==> src/rtl/issue_stage_if.sv <==
// Bundles the instruction-fetch handshake and the ALU operand/result bus
// between the issue stage (master) and the memory/ALU side (slave).
interface issue_stage_if #(
  parameter int DATA_W = 32,
  parameter int PC_W   = 8
);
  logic              imem_req;
  logic [PC_W-1:0]   imem_addr;
  logic              imem_ack;
  logic [31:0]       imem_rdata;

  logic [7:0]        alu_opcode;
  logic [DATA_W-1:0] alu_a;
  logic [DATA_W-1:0] alu_b;
  logic [DATA_W-1:0] alu_val;
  logic              alu_cin;
  logic              alu_fl;
  logic [DATA_W-1:0] alu_result;
  logic [4:0]        alu_flags;

  modport master (
    output imem_req, imem_addr, alu_opcode, alu_a, alu_b, alu_val, alu_cin, alu_fl,
    input  imem_ack, imem_rdata, alu_result, alu_flags
  );

  modport slave (
    input  imem_req, imem_addr, alu_opcode, alu_a, alu_b, alu_val, alu_cin, alu_fl,
    output imem_ack, imem_rdata, alu_result, alu_flags
  );
endinterface

==> src/rtl/issue_stage.sv <==
// Fetch/decode/operand-issue stage in front of a combinational ALU.
// Fetches over req/ack, reads a local 8x32 register file, drives the ALU
// operands, writes the result and flags back, and resolves jumps locally.
module issue_stage #(
  parameter int DATA_W = 32,
  parameter int PC_W   = 8,
  parameter int NREG   = 8
) (
  input  logic            clkout,
  input  logic            rst,
  input  logic            run,
  issue_stage_if.master   bus,
  output logic [PC_W-1:0] pc_out,
  output logic            busy,
  output logic            halted,
  output logic            illegal
);

  typedef enum logic [2:0] {
    IDLE, FETCH, DECODE, EXEC, WB, BRANCH, HALT
  } state_t;

  // Flag register bit positions, matching alu_flags order [Z C S P V].
  localparam int FZ = 4;
  localparam int FC = 3;
  localparam int FS = 2;
  localparam int FV = 0;

  localparam logic [7:0] OP_HALT = 8'd0;
  localparam logic [7:0] OP_JCP  = 8'd37;
  localparam logic [7:0] OP_JCD  = 8'd39;
  localparam logic [7:0] OP_MVR  = 8'd47;
  localparam logic [7:0] OP_JUA  = 8'd48;
  localparam logic [7:0] OP_JUP  = 8'd50;
  localparam logic [7:0] OP_JUD  = 8'd52;
  localparam logic [7:0] OP_NOP  = 8'd53;

  state_t            state;
  logic [PC_W-1:0]   pc;
  logic [31:0]       ir;
  logic [4:0]        flag_reg;
  logic [DATA_W-1:0] regs [NREG];

  logic [7:0]        opcode_r;
  logic [DATA_W-1:0] a_r, b_r, val_r;
  logic              cin_r, fl_r;

  logic [7:0]        ir_op;
  logic [2:0]        ir_rd, ir_rs, ir_cond;
  logic [DATA_W-1:0] ir_val;
  logic              is_alu_op, is_branch, is_illegal, cond_true;

  assign ir_op   = ir[31:24];
  assign ir_rd   = ir[23:21];
  assign ir_rs   = ir[20:18];
  assign ir_cond = ir[17:15];
  assign ir_val  = {{(DATA_W-15){ir[14]}}, ir[14:0]};

  // Classify the latched instruction and evaluate its condition against the flag register.
  always_comb begin
    is_alu_op  = ((ir_op >= 8'd1) && (ir_op <= 8'd31)) || (ir_op == OP_MVR);
    is_branch  = (ir_op == OP_JCP) || (ir_op == OP_JCD) || (ir_op == OP_JUA) ||
                 (ir_op == OP_JUP) || (ir_op == OP_JUD);
    is_illegal = !is_alu_op && !is_branch && (ir_op != OP_HALT) && (ir_op != OP_NOP);
    case (ir_cond)
      3'd0:    cond_true = 1'b1;
      3'd1:    cond_true = flag_reg[FZ];
      3'd2:    cond_true = !flag_reg[FZ];
      3'd3:    cond_true = flag_reg[FC];
      3'd4:    cond_true = !flag_reg[FC];
      3'd5:    cond_true = flag_reg[FS];
      3'd6:    cond_true = !flag_reg[FS];
      default: cond_true = flag_reg[FV];
    endcase
  end

  // Main sequencer: fetch, decode/issue, execute, writeback and branch resolution.
  always_ff @(posedge clkout) begin
    if (rst) begin
      state    <= IDLE;
      pc       <= '0;
      ir       <= '0;
      flag_reg <= '0;
      illegal  <= 1'b0;
      opcode_r <= '0;
      a_r      <= '0;
      b_r      <= '0;
      val_r    <= '0;
      cin_r    <= 1'b0;
      fl_r     <= 1'b0;
      for (int i = 0; i < NREG; i++) regs[i] <= '0;
    end else begin
      case (state)
        IDLE: if (run) state <= FETCH;
        FETCH: begin
          if (bus.imem_ack) begin
            ir    <= bus.imem_rdata;
            state <= DECODE;
          end
        end
        DECODE: begin
          opcode_r <= is_illegal ? OP_NOP : ir_op;
          a_r      <= regs[ir_rd];
          b_r      <= regs[ir_rs];
          val_r    <= ir_val;
          cin_r    <= flag_reg[FC];
          fl_r     <= cond_true;
          if (ir_op == OP_HALT) begin
            state <= HALT;
          end else if (is_branch) begin
            state <= BRANCH;
          end else if (is_alu_op) begin
            state <= EXEC;
          end else begin
            if (is_illegal) illegal <= 1'b1;
            pc    <= pc + 1'b1;
            state <= run ? FETCH : IDLE;
          end
        end
        EXEC: state <= WB;
        WB: begin
          regs[ir_rd] <= bus.alu_result;
          if ((ir_op >= 8'd1) && (ir_op <= 8'd31)) flag_reg <= bus.alu_flags;
          pc    <= pc + 1'b1;
          state <= run ? FETCH : IDLE;
        end
        BRANCH: begin
          case (ir_op)
            OP_JUD:  pc <= val_r[PC_W-1:0];
            OP_JUP:  pc <= pc + val_r[PC_W-1:0];
            OP_JUA:  pc <= regs[ir_rd][PC_W-1:0];
            OP_JCD:  pc <= fl_r ? val_r[PC_W-1:0] : pc + 1'b1;
            default: pc <= fl_r ? pc + val_r[PC_W-1:0] : pc + 1'b1;
          endcase
          state <= run ? FETCH : IDLE;
        end
        HALT:    state <= HALT;
        default: state <= IDLE;
      endcase
    end
  end

  assign bus.imem_req   = (state == FETCH);
  assign bus.imem_addr  = pc;
  assign bus.alu_opcode = opcode_r;
  assign bus.alu_a      = a_r;
  assign bus.alu_b      = b_r;
  assign bus.alu_val    = val_r;
  assign bus.alu_cin    = cin_r;
  assign bus.alu_fl     = fl_r;
  assign pc_out         = pc;
  assign busy           = (state != IDLE) && (state != HALT);
  assign halted         = (state == HALT);

endmodule
==> src/flat_wrapper.sv <==
// flat-port wrapper written by rule: the top's interface ports become plain ports
module issue_stage_flat 
#(
  parameter int DATA_W = 32,
  parameter int PC_W   = 8,
  parameter int NREG   = 8
)
  (clkout, rst, run, pc_out, busy, halted, illegal, bus_imem_req, bus_imem_addr, bus_alu_opcode, bus_alu_a, bus_alu_b, bus_alu_val, bus_alu_cin, bus_alu_fl, bus_imem_ack, bus_imem_rdata, bus_alu_result, bus_alu_flags);
  issue_stage_if #(.DATA_W(DATA_W), .PC_W(PC_W)) bus_i ();
  input  logic clkout;
  input  logic rst;
  input  logic run;
  output logic [PC_W-1:0] pc_out;
  output logic busy;
  output logic halted;
  output logic illegal;
  output wire logic [$bits(bus_i.imem_req)-1:0] bus_imem_req;
  output wire logic [$bits(bus_i.imem_addr)-1:0] bus_imem_addr;
  output wire logic [$bits(bus_i.alu_opcode)-1:0] bus_alu_opcode;
  output wire logic [$bits(bus_i.alu_a)-1:0] bus_alu_a;
  output wire logic [$bits(bus_i.alu_b)-1:0] bus_alu_b;
  output wire logic [$bits(bus_i.alu_val)-1:0] bus_alu_val;
  output wire logic [$bits(bus_i.alu_cin)-1:0] bus_alu_cin;
  output wire logic [$bits(bus_i.alu_fl)-1:0] bus_alu_fl;
  input wire logic [$bits(bus_i.imem_ack)-1:0] bus_imem_ack;
  input wire logic [$bits(bus_i.imem_rdata)-1:0] bus_imem_rdata;
  input wire logic [$bits(bus_i.alu_result)-1:0] bus_alu_result;
  input wire logic [$bits(bus_i.alu_flags)-1:0] bus_alu_flags;
  assign bus_imem_req = bus_i.imem_req;
  assign bus_imem_addr = bus_i.imem_addr;
  assign bus_alu_opcode = bus_i.alu_opcode;
  assign bus_alu_a = bus_i.alu_a;
  assign bus_alu_b = bus_i.alu_b;
  assign bus_alu_val = bus_i.alu_val;
  assign bus_alu_cin = bus_i.alu_cin;
  assign bus_alu_fl = bus_i.alu_fl;
  assign bus_i.imem_ack = bus_imem_ack;
  assign bus_i.imem_rdata = bus_imem_rdata;
  assign bus_i.alu_result = bus_alu_result;
  assign bus_i.alu_flags = bus_alu_flags;
  issue_stage #(.DATA_W(DATA_W), .PC_W(PC_W), .NREG(NREG)) u_core (.clkout(clkout), .rst(rst), .run(run), .bus(bus_i), .pc_out(pc_out), .busy(busy), .halted(halted), .illegal(illegal));
endmodule
==> config.mk <==
export PLATFORM = sky130hd
export DESIGN_NAME = issue_stage_flat
export DESIGN_NICKNAME = d
export VERILOG_FILES = /design/src/rtl/issue_stage_if.sv /design/src/rtl/issue_stage.sv /design/src/flat_wrapper.sv
export SDC_FILE = /design/constraint.sdc
export NUM_CORES = 1
export LEC_CHECK = 0
export ABC_AREA = 0
export CAP_MARGIN = 15
export CORE_MARGIN = 2
export CORE_UTILIZATION = 40
export CTS_CLUSTER_DIAMETER = 200
export DETAILED_ROUTE_END_ITERATION = 10
export PLACE_DENSITY_LB_ADDON = 0.1
export SKIP_LAST_GASP = 1
export SLEW_MARGIN = 20
export SYNTH_ARGS = -nofsm -noshare
export SYNTH_HDL_FRONTEND = slang
export SYNTH_SLANG_ARGS = --single-unit
==> constraint.sdc <==
create_clock -name clkout -period 13.6 [get_ports clkout]
set_input_delay 2.72 -clock clkout [delete_from_list [all_inputs] [get_ports clkout]]
set_output_delay 2.72 -clock clkout [all_outputs]
set_load 0.005 [all_outputs]
==> key figures <==
Route
  – Via count: 12.70k
  – DRC: 0
  – DR iter-0 viols: 927
  – Post-Route WL: 55.22 mm
  – DR vias/cell: 5.523
  – Drt pass-1 iters: 6
  – Number of nets with antenna violations after routing: 0
  – Average wire per standard cell: 24.02 µm

Timing
  – Hold Violations, Final: 0
  – Final setup viols: 0
  – Fmax: 193.5 MHz
  – Worst Max-Slew Pin Slew: between 1000 and 1500 ps
  – Final WS setup: 8431 ps
  – Hold slack: 450.1 ps
  – Worst clock skew: ~20 ps
  – Slew Viols, Final: 0
  – Slew headroom: 0.2659
  – Sum Neg Setup Slack: 0 ps
  – Unrepaired setup endpoints after global routing: false
  – Crit share post-route: 0.3801
  – Crit path time final: 5169 ps

Critical path
  – Worst r2r dst: u_core.regs[0][25]
  – Crit. End Element: register
  – FF-to-FF Start: u_core.state[2]
  – Crit Path Category: in -> reg
  – Critical Path AT: 5410 ps
  – Startpoint type of the worst setup path: input port
  – Crit path max fanout: 53
  – R2R setup slack: 9980 ps
  – Reg2Reg Depth: 7
  – Critical Path RT: 13840 ps

Worst hold path
  – Hold path start: u_core.ir[2]
  – Worst hold-check path type: reg -> reg
  – Hold Crit Depth: 2
  – Hold Path End: u_core.bus.alu_val[2]

Cells and area
  – Post-route cell area: about 23000 µm²
  – Number of flip-flops in the largest register: 256
  – Nets@finish: 1730
  – P&R area growth vs syn: 19.73%
  – Post-Layout Cell Count: 2299
  – Ant. Diodes: 0
  – Layout cell share with drive strength beyond 1: 0.1485
  – Reg with most FFs: u_core.regs
  – Core Util, Final: 0.4834

GRT
  – GRT overflow: 0
  – Pin count of the biggest net entering global routing: 84
  – First-pass GRT wire length: between 80 and 90 mm
  – GRT Total Usage: 0.2231
  – Vias in the first global route: between 10k and 15k
  – Initial antenna violation count: 1

Synthesis
  – Register area share after synthesis: 0.5453
  – Synthesized cell area: approximately 19000 µm²
  – Number of synthesized flops with an enable pin: 256
  – Most used flip-flop cell after synthesis: edfxtp_1
  – Top cells by count, synth: and2_1, edfxtp_1, dfxtp_1, mux4_2, nand2_1
  – Syn_nets: about 1.6k
  – Share of flip-flops with an asynchronous set or reset: 0
  – Synth Instances: 1519
  – Most area-hungry cell type in the Yosys netlist: edfxtp_1
  – Mean post-synth cell area: roughly 13 µm²
  – Most common cell in the netlist: and2_1
  – Number of distinct library cells after synthesis: 63
  – Yosys warns: 0
  – Synthesized flop and latch total: roughly 400
  – Yosys top cell area share: 0.3996
  – Top cells by area, synth: edfxtp_1, mux4_2, dfxtp_1, and2_1, mux2i_1

Flow run
  – Max-cap viol count: 0

CTS
  – Clock Sink Count: 396
  – TritonCTS Buffers: 44
  – Post-CTS Setup Inserts: 0
  – CTS Buffer Depth: 3
  – Hold buffers post-CTS: 0
  – CTS tree: yes
  – Clock latency on the worst-skew pair: 590 ps
  – PostCTS Resize Cnt: 0
  – Worst-path clk slew: 60 ps
  – Root buffer cell: clkbuf_16
  – H-tree depth: 2

Floorplan
  – Die height: 223.3 µm
  – Starting Density: 0.4038
  – IO Pins: 199
  – Core area: 47650 µm²
  – Die footprint: 49860 µm²
  – Die Wd: between 200 and 250 µm
  – # rows: 80

Placement
  – Placed cells: 2217
  – HPWL after DPL: 32.07 mm
  – Number of buffers added on ports: approximately 200
  – Dpl ws: between 7000 and 8000 ps
  – Placed Area: 21640 µm²
  – Gpl congestion: 0.8239

Pwr
  – Pleak: between 7 and 8 nW
  – VDD IR max: 78.70 µV
  – PD cells: 116.4 nW/µm²
  – Pwr Total: 2.681 mW

Run status
  – Outcome: finished clean
-- cells by family (layout without fill, tap and decap cells) --
family | after synthesis | after routing | share of synthesized area
AO/OA/AOI/OAI | 204 | 204 | 0.06875
XOR/XNOR | 11 | 11 | 0.005008
adder cells (fa/ha/maj) | 9 | 9 | 0.006244
buffers and inverters | 147 | 312 | 0.03486
flip-flops | 396 | 396 | 0.5453
multiplexers | 200 | 200 | 0.1875
AND/OR/NAND/NOR | 552 | 552 | 0.1523
-- layout make-up --
type / instances / area, µm²
Tap cell: 615 / 769.5
Multi-Input combinational cell: 976 / 8170
Inverter: 5 / 18.77
Timing Repair Buffer: 225 / 2180
Fill cell: 4248 / 24610
Sequential cell: 396 / 10500
Clock buffer: 72 / 1286
Clock inverter: 10 / 106.4
-- worst max path at each step --
| stage | end | cells after the start | slack, ps | start |
|---|---|---|---|---|
| floorplan | u_core.regs[2][0] | 4 | 7450 | rst |
| detailed placement | u_core.regs[0][29] | 6 | 7820 | rst |
| finish | u_core.regs[0][25] | 6 | 8430 | rst |
| CTS | u_core.regs[0][19] | 6 | 8440 | rst |
| global placement | u_core.regs[0][29] | 6 | 7880 | rst |
| global route | u_core.regs[0][19] | 6 | 8310 | rst |
-- per-layer routing --
layer / vias to the layer above / global-route usage / share of wire
met5: - / 0 / 0.00024
met4: 2 / 0.05806 / 0.019
met3: 68 / 0.02963 / 0.045
met2: 311 / 0.3731 / 0.49
met1: 6444 / 0.3081 / 0.45
li1: 5872 / - / -
-- where the power goes --
group          total [mW]  switching (mW)  internal (mW)  leakage [nW]
logic               0.180          0.0955         0.0848          3.21
registers            1.34          0.0247           1.31          3.78
clock network        1.16           0.493          0.669         0.683
total                2.68           0.613           2.07          7.67
-- layout by cell type, fill, tap and decap left out, drive strengths merged, types with 9 or more instances in the layout --
master | synthesis | final
buf | 50 | 29
mux4 | 128 | 128
dfxtp | 140 | 140
nand3 | 11 | 11
nand2 | 121 | 121
a21oi | 71 | 71
edfxtp | 256 | 256
clkbuf | 92 | 72
o21ai | 21 | 21
a211oi | 70 | 70
clkdlybuf4s50 | 0 | 196
nor3 | 9 | 9
and2 | 257 | 257
mux2i | 69 | 69
nor2 | 103 | 103
-- worst max-delay path: stages --
cell	delay [ps]
buf_4	290
or3_1	660
nor3_2	180
buf_4	480
or2_2	560
buf_4	440
Note: power is estimated with default switching activity, not from simulation.
